### src/rtl/mat_macros.vh
// mat_macros.vh
// Shared float / packed-matrix helper macros used by the matrix datapath.
// Expects EXP_WIDTH and MAN_WIDTH (and BIAS for the *_BIAS_PARAMS form)
// to be visible in the scope where the macros are expanded.
//   FLOAT_WIDTH             : sign + exponent + mantissa bits
//   MAT_WIDTH(r, c)         : bits in a packed r x c matrix
//   MAT_SELECT(i, k, c)     : indexed part-select of element (i,k), row-major
//   FLOAT_PRPG_PARAMS       : propagate float format parameters to a child
//   FLOAT_PRPG_BIAS_PARAMS  : same, including the exponent bias
`ifndef MAT_MACROS_VH
`define MAT_MACROS_VH

`define FLOAT_WIDTH (1 + EXP_WIDTH + MAN_WIDTH)
`define MAT_WIDTH(r, c) ((r) * (c) * `FLOAT_WIDTH)
`define MAT_SELECT(i, k, c) ((((i) * (c)) + (k)) * `FLOAT_WIDTH) +: `FLOAT_WIDTH
`define FLOAT_PRPG_PARAMS .EXP_WIDTH(EXP_WIDTH), .MAN_WIDTH(MAN_WIDTH)
`define FLOAT_PRPG_BIAS_PARAMS .EXP_WIDTH(EXP_WIDTH), .MAN_WIDTH(MAN_WIDTH), .BIAS(BIAS)

`endif

### src/rtl/mat_stream_pkg.sv
// mat_stream_pkg
// Shared types and helpers for the matrix result streamer.
//   state_e   : streamer FSM states (IDLE, STREAM)
//   idx_width : width of an index port for n entries, never less than 1 bit
package mat_stream_pkg;

    typedef enum logic {
        IDLE   = 1'b0,
        STREAM = 1'b1
    } state_e;

    function automatic int idx_width(input int n);
        return (n > 1) ? $clog2(n) : 1;
    endfunction

endpackage

### src/rtl/mat_result_streamer_float_is_nan.sv
// float_is_nan
// Combinational NaN classifier for a packed float: all-ones exponent and a
// nonzero mantissa. Infinities (zero mantissa) are not NaN.
//   value  in  FLOAT_WIDTH : float bits
//   is_nan out 1           : value is a (quiet or signalling) NaN
`include "mat_macros.vh"

module float_is_nan #(
    parameter int EXP_WIDTH = 8,
    parameter int MAN_WIDTH = 23
) (
    input  logic [`FLOAT_WIDTH-1:0] value,
    output logic                    is_nan
);

    logic [EXP_WIDTH-1:0] exp_bits;
    logic [MAN_WIDTH-1:0] man_bits;

    assign exp_bits = value[MAN_WIDTH +: EXP_WIDTH];
    assign man_bits = value[MAN_WIDTH-1:0];
    assign is_nan   = (&exp_bits) && (|man_bits);

endmodule

### src/rtl/mat_result_streamer.sv
// mat_result_streamer
// Captures one packed I x K float matrix in a single beat and replays it as a
// row-major stream of elements with row/column tags and a last flag.
// Optional feature macro: MAT_STREAM_NAN_FLAG_EN adds the out_nan output.
//   clk, rst        : clock, asynchronous active-high reset
//   in_valid/ready  : matrix input handshake (in_ready is combinational)
//   in_mat          : packed matrix, element (i,k) at MAT_SELECT(i,k,K)
//   out_valid/ready : element output handshake
//   out_data        : element bits, unmodified
//   out_row/out_col : element indices
//   out_last        : element (I-1,K-1)
//   out_nan         : (optional) current valid element is a NaN
`include "mat_macros.vh"

module mat_result_streamer
    import mat_stream_pkg::*;
#(
    parameter int EXP_WIDTH = 8,
    parameter int MAN_WIDTH = 23,
    parameter int BIAS      = -127,
    parameter int I         = 4,
    parameter int K         = 4
) (
    input  logic                                clk,
    input  logic                                rst,
    input  logic                                in_valid,
    output logic                                in_ready,
    input  logic [`MAT_WIDTH(I, K)-1:0]         in_mat,
    output logic                                out_valid,
    input  logic                                out_ready,
    output logic [`FLOAT_WIDTH-1:0]             out_data,
    output logic [idx_width(I)-1:0]             out_row,
    output logic [idx_width(K)-1:0]             out_col,
    output logic                                out_last
`ifdef MAT_STREAM_NAN_FLAG_EN
    ,
    output logic                                out_nan
`endif
);

    localparam int FW  = `FLOAT_WIDTH;
    localparam int MW  = `MAT_WIDTH(I, K);
    localparam int N   = I * K;
    localparam int RW  = idx_width(I);
    localparam int CW  = idx_width(K);
    localparam int FLW = idx_width(N);
    localparam logic [RW-1:0] ROW_LAST = RW'(I - 1);
    localparam logic [CW-1:0] COL_LAST = CW'(K - 1);

    state_e          state_q, state_d;
    logic [MW-1:0]   mat_q, mat_d;
    logic [RW-1:0]   row_q, row_d;
    logic [CW-1:0]   col_q, col_d;
    logic            out_valid_q, out_valid_d;
    logic            out_last_q, out_last_d;
    logic [FW-1:0]   out_data_q, out_data_d;
    logic [FLW-1:0]  flat_d;
    logic [FW-1:0]   elem_d [N];
    logic            out_fire;
    logic            in_fire;

    assign out_fire = out_valid_q && out_ready;
    // Accepting while the last element leaves lets matrices run back-to-back.
    assign in_ready = (state_q == IDLE) || (out_fire && out_last_q);
    assign in_fire  = in_valid && in_ready;

    // Unpack the next-cycle matrix so the element mux indexes a flat array.
    for (genvar gi = 0; gi < I; gi++) begin : g_row
        for (genvar gk = 0; gk < K; gk++) begin : g_col
            assign elem_d[gi*K + gk] = mat_d[`MAT_SELECT(gi, gk, K)];
        end
    end

    always_comb begin
        state_d     = state_q;
        mat_d       = mat_q;
        row_d       = row_q;
        col_d       = col_q;
        out_valid_d = out_valid_q;
        if (in_fire) begin
            mat_d       = in_mat;
            row_d       = '0;
            col_d       = '0;
            state_d     = STREAM;
            out_valid_d = 1'b1;
        end else if (out_fire) begin
            if (out_last_q) begin
                state_d     = IDLE;
                out_valid_d = 1'b0;
                row_d       = '0;
                col_d       = '0;
            end else if (col_q == COL_LAST) begin
                col_d = '0;
                row_d = row_q + 1'b1;
            end else begin
                col_d = col_q + 1'b1;
            end
        end
        // row*K + col is always below N, so truncating K is harmless when row is 0.
        flat_d     = FLW'(row_d) * FLW'(K) + FLW'(col_d);
        out_data_d = elem_d[flat_d];
        out_last_d = out_valid_d && (row_d == ROW_LAST) && (col_d == COL_LAST);
    end

    always_ff @(posedge clk or posedge rst) begin
        if (rst) begin
            state_q     <= IDLE;
            mat_q       <= '0;
            row_q       <= '0;
            col_q       <= '0;
            out_valid_q <= 1'b0;
            out_last_q  <= 1'b0;
            out_data_q  <= '0;
        end else begin
            state_q     <= state_d;
            mat_q       <= mat_d;
            row_q       <= row_d;
            col_q       <= col_d;
            out_valid_q <= out_valid_d;
            out_last_q  <= out_last_d;
            out_data_q  <= out_data_d;
        end
    end

    assign out_valid = out_valid_q;
    assign out_data  = out_data_q;
    assign out_row   = row_q;
    assign out_col   = col_q;
    assign out_last  = out_last_q;

`ifdef MAT_STREAM_NAN_FLAG_EN
    logic is_nan_d;
    logic out_nan_q;

    float_is_nan #(
        `FLOAT_PRPG_PARAMS
    ) u_float_is_nan (
        .value  (out_data_d),
        .is_nan (is_nan_d)
    );

    always_ff @(posedge clk or posedge rst) begin
        if (rst) begin
            out_nan_q <= 1'b0;
        end else begin
            out_nan_q <= out_valid_d && is_nan_d;
        end
    end

    assign out_nan = out_nan_q;
`endif

endmodule

### config.mk
export PLATFORM = sky130hd
export DESIGN_NAME = mat_result_streamer
export DESIGN_NICKNAME = d
export VERILOG_FILES = /design/src/rtl/mat_stream_pkg.sv /design/src/rtl/mat_result_streamer_float_is_nan.sv /design/src/rtl/mat_result_streamer.sv
export VERILOG_INCLUDE_DIRS = /design/src /design/src/rtl
export SDC_FILE = /design/constraint.sdc
export NUM_CORES = 1
export LEC_CHECK = 0
export BUFFER_PORTS_ARGS = -buffer_cell sky130_fd_sc_hd__buf_2
export CAP_MARGIN = 20
export CORE_MARGIN = 2
export CORE_UTILIZATION = 25
export CTS_CLUSTER_DIAMETER = 120
export CTS_CLUSTER_SIZE = 10
export DETAILED_ROUTE_END_ITERATION = 10
export PLACE_DENSITY_LB_ADDON = 0.3
export SKIP_LAST_GASP = 1
export SYNTH_ARGS = -nofsm -noshare
export SYNTH_HDL_FRONTEND = slang
export SYNTH_SLANG_ARGS = --single-unit
### constraint.sdc
create_clock -name clk -period 36.9 [get_ports clk]
set_input_delay 0 -clock clk [delete_from_list [all_inputs] [get_ports clk]]
set_output_delay 0 -clock clk [all_outputs]
set_load 0.02 [all_outputs]
==> flow_summary_export.csv, run 1 <==
group,metric,value,unit
route,vias_per_cell,4.82,
place,dpl.hpwl,85400,um
clocking,htree_levels,2,
route,dr.first_iter.drc_count,1976,
final_layout,layout-drive-gt1-share,0.201,
final_layout,final_cell_mix,"nand2_1, buf_2, dfrtp_1",
logic_synthesis,synth_edf_count,0,
worst_setup_path,crit_end,"out_data[16]",
floorplan,initial_core_util,0.253,
grt,grt_antenna_before_repair,31,
grt,grt_pass1_wl,174000,um
route,post-route-drc-count,0,
logic_synthesis,ys_seq_area_frac,0.561,
timing,slew_viol_final,0,
grt,grt_overflow,0,
floorplan,die_area,101000,um^2
logic_synthesis,yosys_warnings,0,
worst_setup_path,worstSetupStartpointType,"register",
worst_setup_path,reg2reg_slack,32.52,ns
logic_synthesis,avgSynthCellArea,8.97,um^2
logic_synthesis,ys_ff_latch,551,
final_layout,design_area,35300,um^2
run,cap_viol_max_count,0,
worst_hold_path,hold_class,"input pin to register",
grt,first_global_vias,25100,
route,wl_per_cell,24.1,um
timing,setup_tns,0,ns
logic_synthesis,synthXorXnorAreaFrac,0,
worst_setup_path,r2r_start,"out_col[0]",
clocking,clk_pin_slew_worst_paths,0.06,ns
route,antenna_left,0,
final_layout,synthToLayoutAreaGrowth,43.7,%
worst_setup_path,worstPathRequired,37.37,ns
place,gp_congestion,0.874,
final_layout,mostFrequentLayoutCell,"nand2_1",
pwr,leakage,17.5,nW
timing,fin_worst_skew,0.0222,ns
worst_setup_path,startpoint,"out_col[0]",
logic_synthesis,synth_nets,3257,
logic_synthesis,synth_compound_area_frac,0.116,
grt,track_usage,0.234,
logic_synthesis,ys.flop_type,"dfrtp_1",
timing,worst_pin_slew,1.29,ns
grt,busiest_layer,"met2",
logic_synthesis,synth_fa_ha_area_frac,0.000509,
logic_synthesis,synth_mux_area_frac,0.0435,
route,drt-total-wl,121000,um
floorplan,die_x,317,um
clocking,clockBufferDepth,3,
route,drtPass1Iterations,8,
place,dpl_cell_area,28500,um^2
pwr,power-per-cell-area,62.4,nW/um^2
grt,grtUsageMet3,0.0547,
timing,hold_violations,0,
clocking,postCtsSetupBuffers,0,
final_layout,fin_nets,4229,
worst_setup_path,crit_fanout,58,
floorplan,io_pins,555,
logic_synthesis,syn-cell-area,24600,um^2
timing,relSlewSlack,0.142,
place,portBuffers,554,
timing,period_minus_slack,4.38,ns
worst_setup_path,crit_type,"register to register",
timing,fmax,228,MHz
timing,rsz0062_at_grt,"false",
worst_setup_path,cp.arrival,4.85,ns
floorplan,rows,114,
clocking,cts_buffers,61,
timing,post-route-period-util,0.119,
logic_synthesis,synth-simple-area-share,0.242,
worst_setup_path,endpoint_kind,"register",
floorplan,die_height,317,um
clocking,cts.sinks,551,
grt,gr-usage-met2,0.356,
logic_synthesis,synth_top_family_by_area,"simple AND/OR/NAND/NOR gates",
clocking,cts_tree,"yes",
logic_synthesis,netlist_instances,2740,
timing,setup_viol,0,
logic_synthesis,synth_cell_types,53,
worst_setup_path,reg2reg_to,"out_data[16]",
logic_synthesis,synthArstFlopShare,1.00,
grt,grtUsageMet1,0.300,
clocking,root_buffer,"clkbuf_16",
status,outcome,"complete, no violations",
pwr,vdd_ir_drop_max,0.0458,mV
floorplan,fp.coreArea,97000,um^2
worst_setup_path,reg2reg_depth,8,
grt,grt_max_degree,211,
clocking,clk_latency,0.64,ns
route,vias,24100,
## worst max-delay path, stage by stage, from the launching register on
cell and delay, ns:
dfrtp_1 0.71, ha_1 0.44, a31oi_4 0.25, buf_4 0.53
buf_4 0.77, mux2i_1 0.29, o211ai_1 0.10, a221oi_1 0.89
o311ai_1 0.18
## timing repair
| item | in CTS | in global routing |
|---|---|---|
| hold buffers | 516 | 0 |
| gates resized for setup | 0 | 0 |
| hold endpoints to repair | 667 | 0 |
## sequential cells by signal, summed over array words and instances (netlist names)
signal     cells
out_valid      1
out_data      32
state_q        1
mat_q        512
out_col        2
out_row        2
out_last       1
## cells in the mapped netlist (31+ instances only)
| library cell | count | area [um^2] |
|---|---|---|
| o211ai_1 | 34 | 255 |
| a21oi_1 | 35 | 175 |
| nand3_1 | 63 | 315 |
| nand2_1 | 1400 | 5260 |
| buf_2 | 82 | 410 |
| dfrtp_1 | 551 | 13800 |
| a32oi_1 | 90 | 788 |
| clkbuf_1 | 96 | 360 |
| mux2i_1 | 37 | 370 |
| a221oi_1 | 31 | 272 |
| mux2_2 | 50 | 563 |
## cell type report
class	count	area [um^2]
flip-flops and latches	551	13800
well taps	1276	1600
inverters	7	33.8
repair buffers	1105	8290
diodes	14	35.0
clock buffers	64	1590
fillers	9858	61700
multi-input cells	1986	9950
clock inverters	2	17.5
## metrics by stage
stage	power, mW	hold WS (ns)	instances	util	setup slack (ns)
3_5_place_dp	1.62	0.194	4408	0.293	32.65
5_1_grt	2.31	0.0814	5002	0.364	32.38
3_3_place_gp	1.61	0.193	4405	0.293	32.75
2_1_floorplan	1.26	0.105	2740	-	21.49
6_report	2.20	0.0849	5005	0.364	32.52
4_1_cts	2.21	0.0475	4990	0.363	32.64
## worst min path at each step
stage	from	end	slack, ns	cells past startpoint
6_report	in_mat[42]	mat_q[42]	0.08	4
3_3_place_gp	in_mat[106]	mat_q[106]	0.19	3
4_1_cts	in_mat[180]	mat_q[180]	0.05	4
3_5_place_dp	in_mat[76]	mat_q[76]	0.19	3
5_1_grt	in_mat[42]	mat_q[42]	0.08	4
2_1_floorplan	in_mat[100]	mat_q[100]	0.11	2
## metal layers
metal	share of wire	vias up
li1	-	11000
met1	0.42	11800
met2	0.44	925
met3	0.066	355
met4	0.071	30
met5	0.0013	-
## kinds of logic (layout without fill, tap and decap cells)
family	Yosys count	in the layout
and+or+nand+nor	1522	1522
DFF	551	551
AOI/OAI and AO/OA	364	364
buffers and inverters	203	1178
muxes	99	99
adders and majority gates	1	1
other	0	14
## power breakdown
part           switching, mW  internal, mW  total [mW]
Clock                  0.250         0.299       0.549
Combinational          0.572         0.288       0.859
Sequential            0.0753         0.718       0.793
Total                  0.897          1.30        2.20
Power figures use the tool's default switching activity.
==> inputs of run 2 (changes only) <==
==> constraint.sdc (replaced) <==
create_clock -name clk -period 4 [get_ports clk]
set_input_delay 0 -clock clk [delete_from_list [all_inputs] [get_ports clk]]
set_output_delay 0 -clock clk [all_outputs]
set_load 0.02 [all_outputs]
==> flow_summary_export.csv, run 2 (synthesis gave the netlist of run 1 again) <==
group,metric,value,unit
grt,grt_max_degree,133,
route,wl_per_cell,23.2,um
clocking,clk_pin_slew_worst_paths,0.06,ns
timing,hold_violations,0,
timing,slew_viol_final,0,
grt,first_global_vias,25400,
worst_setup_path,crit_fanout,26,
place,dpl.hpwl,82600,um
route,drtPass1Iterations,5,
final_layout,synthToLayoutAreaGrowth,46.3,%
final_layout,final_cell_mix,"nand2_1, buf_2, dfrtp_1",
floorplan,fp.coreArea,97000,um^2
route,drt-total-wl,118000,um
floorplan,die_height,317,um
worst_setup_path,cp.arrival,3.98,ns
floorplan,initial_core_util,0.253,
grt,grt_overflow,0,
route,vias_per_cell,4.80,
grt,track_usage,0.228,
clocking,root_buffer,"clkbuf_16",
grt,busiest_layer,"met2",
pwr,leakage,17.8,nW
timing,rsz0062_at_grt,"false",
clocking,clockBufferDepth,3,
timing,setup_viol,0,
worst_setup_path,endpoint_kind,"register",
route,antenna_left,0,
place,gp_congestion,0.870,
floorplan,io_pins,555,
clocking,cts_buffers,61,
grt,grt_antenna_before_repair,41,
status,outcome,"complete, no violations",
pwr,vdd_ir_drop_max,0.377,mV
route,dr.first_iter.drc_count,1913,
timing,fin_worst_skew,0.0159,ns
timing,holdWs,0.0951,ns
timing,fmax,288,MHz
final_layout,layout-drive-gt1-share,0.212,
run,cap_viol_max_count,0,
timing,setup_ws,0.529,ns
final_layout,n_fill_cell,9780,
place,pre_cts_slack,0.455,ns
grt,gr-usage-met2,0.359,
final_layout,largest_reg_flops,512,
grt,grt_pass1_wl,171000,um
worst_setup_path,crit_type,"register to register",
floorplan,die_area,101000,um^2
timing,post-route-period-util,0.868,
floorplan,rows,114,
worst_setup_path,worstPathRequired,4.51,ns
worst_hold_path,whs_path_depth,4,
worst_setup_path,reg2reg_depth,8,
floorplan,die_x,317,um
grt,grtUsageMet1,0.290,
final_layout,fin_nets,4290,
grt,grtUsageMet3,0.0514,
timing,relSlewSlack,0.309,
route,vias,24400,
clocking,cts.sinks,551,
timing,period_minus_slack,3.47,ns
worst_setup_path,worstSetupStartpointType,"register",
pwr,power-per-cell-area,579,nW/um^2
final_layout,top_register,"mat_q",
final_layout,mostFrequentLayoutCell,"nand2_1",
clocking,clk_latency,0.63,ns
route,post-route-drc-count,0,
place,portBuffers,554,
worst_setup_path,reg2reg_slack,0.53,ns
clocking,htree_levels,2,
timing,worst_pin_slew,1.04,ns
clocking,cts_tree,"yes",
worst_hold_path,hold_class,"input pin to register",
-- run 2: cell count changes in the layout (fill, tap and decap cells not counted), sizes merged --
cell	previous run	this run
inv	9	7
dlygate4sd3	516	522
clkinvlp	0	1
clkbuf	64	63
buf	589	644
diode	14	18
clkinv	0	2
-- run 2: worst paths after layout --
check                               end   startpoint
max                        out_data[12]   out_col[0]
min                          mat_q[103]  in_mat[103]
max reg2reg                out_data[12]   out_col[0]
min reg2reg                  mat_q[123]   mat_q[123]
max in group asynchronous    mat_q[490]          rst
min in group asynchronous    mat_q[469]          rst
-- run 2: timing repair --
action,CTS,global route
hold endpoints to repair,789,0
hold buffers,522,0
gates resized for setup,0,0
buffers inserted,0,0
-- run 2: metal layers --
metal  vias up  part of all wire
met4        48             0.061
met1     11700              0.42
met3       391             0.065
met2       995              0.45
met5         -            0.0027
li1      11200                 -
-- run 2: per-stage QoR --
stage	instances	setup TNS (ns)	power (mW)	util	instance area, um^2
3_3_place_gp	4464	0	15.5	0.300	29100
4_1_cts	5052	0	21.0	0.370	35900
5_1_grt	5066	0	21.9	0.370	35900
3_5_place_dp	4464	0	15.5	0.300	29100
6_report	5070	0	20.8	0.370	35900
2_1_floorplan	2740	-1927.31	11.6	-	24600
-- run 2: critical path: stages, from the launching register on --
cell and delay (ns):
dfrtp_1 0.59, ha_1 0.38, nand4bb_1 0.33, mux2i_4 0.48, buf_4 0.45, a32oi_1 0.16
a21oi_1 0.40, a211oi_1 0.22, o311ai_1 0.34
-- run 2: layout make-up --
cell class / count / area (um^2) / share of cell area
diodes: 18 / 45.0 / 0.00125
clock inverters: 3 / 22.5 / 0.000627
flip-flops and latches: 551 / 13800 / 0.384
well taps: 1276 / 1600 / 0.0444
inverters: 7 / 30.0 / 0.000836
multi-input cells: 1986 / 9950 / 0.277
clock buffers: 63 / 1580 / 0.0439
repair buffers: 1166 / 8920 / 0.248
-- run 2: power by group --
part           leakage [nW]  internal [mW]  total (mW)  switching (mW)
clock                 0.789           2.74        4.99            2.25
sequential             6.92           6.62        7.21           0.594
combinational          10.1           3.08        8.62            5.53
total                  17.8           12.4        20.8            8.38
==> inputs of run 3 (changes only) <==
--- a/config.mk
+++ b/config.mk
@@ -14,6 +14,7 @@
 export CTS_CLUSTER_SIZE = 10
 export DETAILED_ROUTE_END_ITERATION = 10
 export PLACE_DENSITY_LB_ADDON = 0.3
+export RECOVER_POWER = 100
 export SKIP_LAST_GASP = 1
 export SYNTH_ARGS = -nofsm -noshare
 export SYNTH_HDL_FRONTEND = slang
==> flow_summary_export.csv, run 3 (synthesis gave the netlist of run 1 again) <==
group,metric,value,unit
grt,grt_pass1_wl,171000,um
grt,first_global_vias,25400,
clocking,htree_levels,2,
worst_setup_path,cp_cell_sequence,"and2_1 > a31oi_4 > buf_4 > clkbuf_2 > mux2_2 > and2_1 > o21ai_1 > o311ai_0",
route,drtPass1Iterations,5,
worst_setup_path,r2r_start,"out_valid",
run,cap_viol_max_count,3,
place,dpl.hpwl,82600,um
status,outcome,"finished, violations left",
final_layout,top_register,"mat_q",
place,gp_congestion,0.870,
worst_setup_path,worst_path_largest_cell_delay,0.80,ns
final_layout,layout-drive-gt1-share,0.191,
worst_setup_path,cp.arrival,4.18,ns
final_layout,largest_reg_flops,512,
route,wl_per_cell,23.2,um
floorplan,die_area,101000,um^2
timing,fin_worst_skew,0.0188,ns
route,post-route-drc-count,0,
worst_setup_path,cp_common_cell,"and2_1",
route,antenna_left,0,
worst_setup_path,startpoint,"out_valid",
clocking,clockBufferDepth,3,
route,drt-total-wl,118000,um
route,vias_per_cell,4.80,
grt,grt_antenna_before_repair,41,
place,dpl_cell_area,29100,um^2
clocking,root_buffer,"clkbuf_16",
pwr,leakage,17.7,nW
pwr,vdd_ir_drop_max,0.376,mV
worst_hold_path,whs_path_depth,4,
timing,slew_viol_final,130,
clocking,postCtsSetupBuffers,0,
clocking,cts.sinks,551,
final_layout,mostFrequentLayoutCell,"nand2_1",
timing,post-route-period-util,0.927,
timing,fmax,270,MHz
route,dr.first_iter.drc_count,1931,
worst_setup_path,reg2reg_depth,8,
floorplan,die_x,317,um
clocking,cts_buffers,61,
worst_setup_path,reg2reg_slack,0.29,ns
route,vias,24300,
final_layout,synthToLayoutAreaGrowth,45.7,%
worst_setup_path,crit_fanout,47,
floorplan,fp.coreArea,97000,um^2
worst_setup_path,endpoint_kind,"register",
floorplan,rows,114,
clocking,clk_pin_slew_worst_paths,0.06,ns
timing,worst_pin_slew,1.88,ns
timing,relSlewSlack,-0.251,
final_layout,final_cell_mix,"nand2_1, dfrtp_1, dlygate4sd3_1",
timing,hold_violations,0,
status,violations,"capacitance limit, slew limit",
worst_setup_path,worstPathRequired,4.47,ns
pwr,power-per-cell-area,577,nW/um^2
timing,setup_viol,0,
grt,grt_overflow,0,
place,portBuffers,554,
clocking,cts_tree,"yes",
floorplan,io_pins,555,
clocking,clk_latency,0.64,ns
worst_setup_path,reg2reg_to,"out_data[16]",
worst_setup_path,crit_type,"register to register",
final_layout,fin_nets,4290,
worst_hold_path,hold_class,"input pin to register",
final_layout,n_fill_cell,9814,
timing,period_minus_slack,3.71,ns
floorplan,initial_core_util,0.253,
worst_setup_path,crit_end,"out_data[16]",
floorplan,die_height,317,um
grt,track_usage,0.228,
timing,rsz0062_at_grt,"false",
final_layout,design_area,35800,um^2
worst_setup_path,worstSetupStartpointType,"register",
grt,grt_max_degree,133,
worst_setup_path,cp_slowest_cell,"clkbuf_2",
final_layout,fin_util,0.369,
## run 3: power breakdown
group	switching, mW	internal [mW]	leakage [nW]
combinational	5.50	2.95	9.95
sequential	0.602	6.62	6.92
clock	2.26	2.74	0.789
total	8.36	12.3	17.7
## run 3: metrics by stage
stage               cells  setup TNS [ns]  hold WS (ns)  worst slack [ns]  power (mW)
floorplan            2740        -1927.31         0.105             -3.50        11.6
global placement     4464               0       -0.0705             0.446        15.5
detailed placement   4464               0       -0.0712             0.455        15.5
CTS                  5052               0        0.0470             0.465        21.0
global route         5066               0        0.0872             0.169        21.7
finish               5070               0        0.0923             0.292        20.7
## run 3: worst max-delay path, delay by kind of cell, from the launching register on
family	cells	cell delay, ns
AO/OA/AOI/OAI	3	1.02
buffers and inverters	2	1.01
flip-flops	1	0.49
multiplexers	1	0.43
AND/OR/NAND/NOR	2	0.56
## run 3: worst min path at each step
stage,start,end,slack (ns)
2_1_floorplan,in_mat[100],mat_q[100],0.11
3_3_place_gp,rst,mat_q[469],-0.07
3_5_place_dp,rst,mat_q[469],-0.07
4_1_cts,in_mat[41],mat_q[41],0.05
5_1_grt,in_mat[103],mat_q[103],0.09
6_report,in_mat[103],mat_q[103],0.09
## run 3: cell type report
cell class,instances,area (um^2),share of cell area
Sequential cell,551,13800,0.385
Multi-Input combinational cell,1986,9940,0.278
Timing Repair Buffer,1166,8800,0.246
Tap cell,1276,1600,0.0446
Clock buffer,63,1580,0.0440
Antenna cell,18,45.0,0.00126
Inverter,7,27.5,0.000769
Clock inverter,3,22.5,0.000629
## run 3: timing repair
action,in CTS,in global routing
hold buffers,522,0
setup endpoints to repair,0,0
hold endpoints to repair,789,0
gates resized for setup,0,0
## run 3: per-layer routing
metal	routed length, um	global-route usage	up-vias
met5	323	0	-
met4	7070	0.128	48
met3	7840	0.0514	380
met2	53100	0.359	997
met1	49300	0.290	11700
li1	-	-	11200
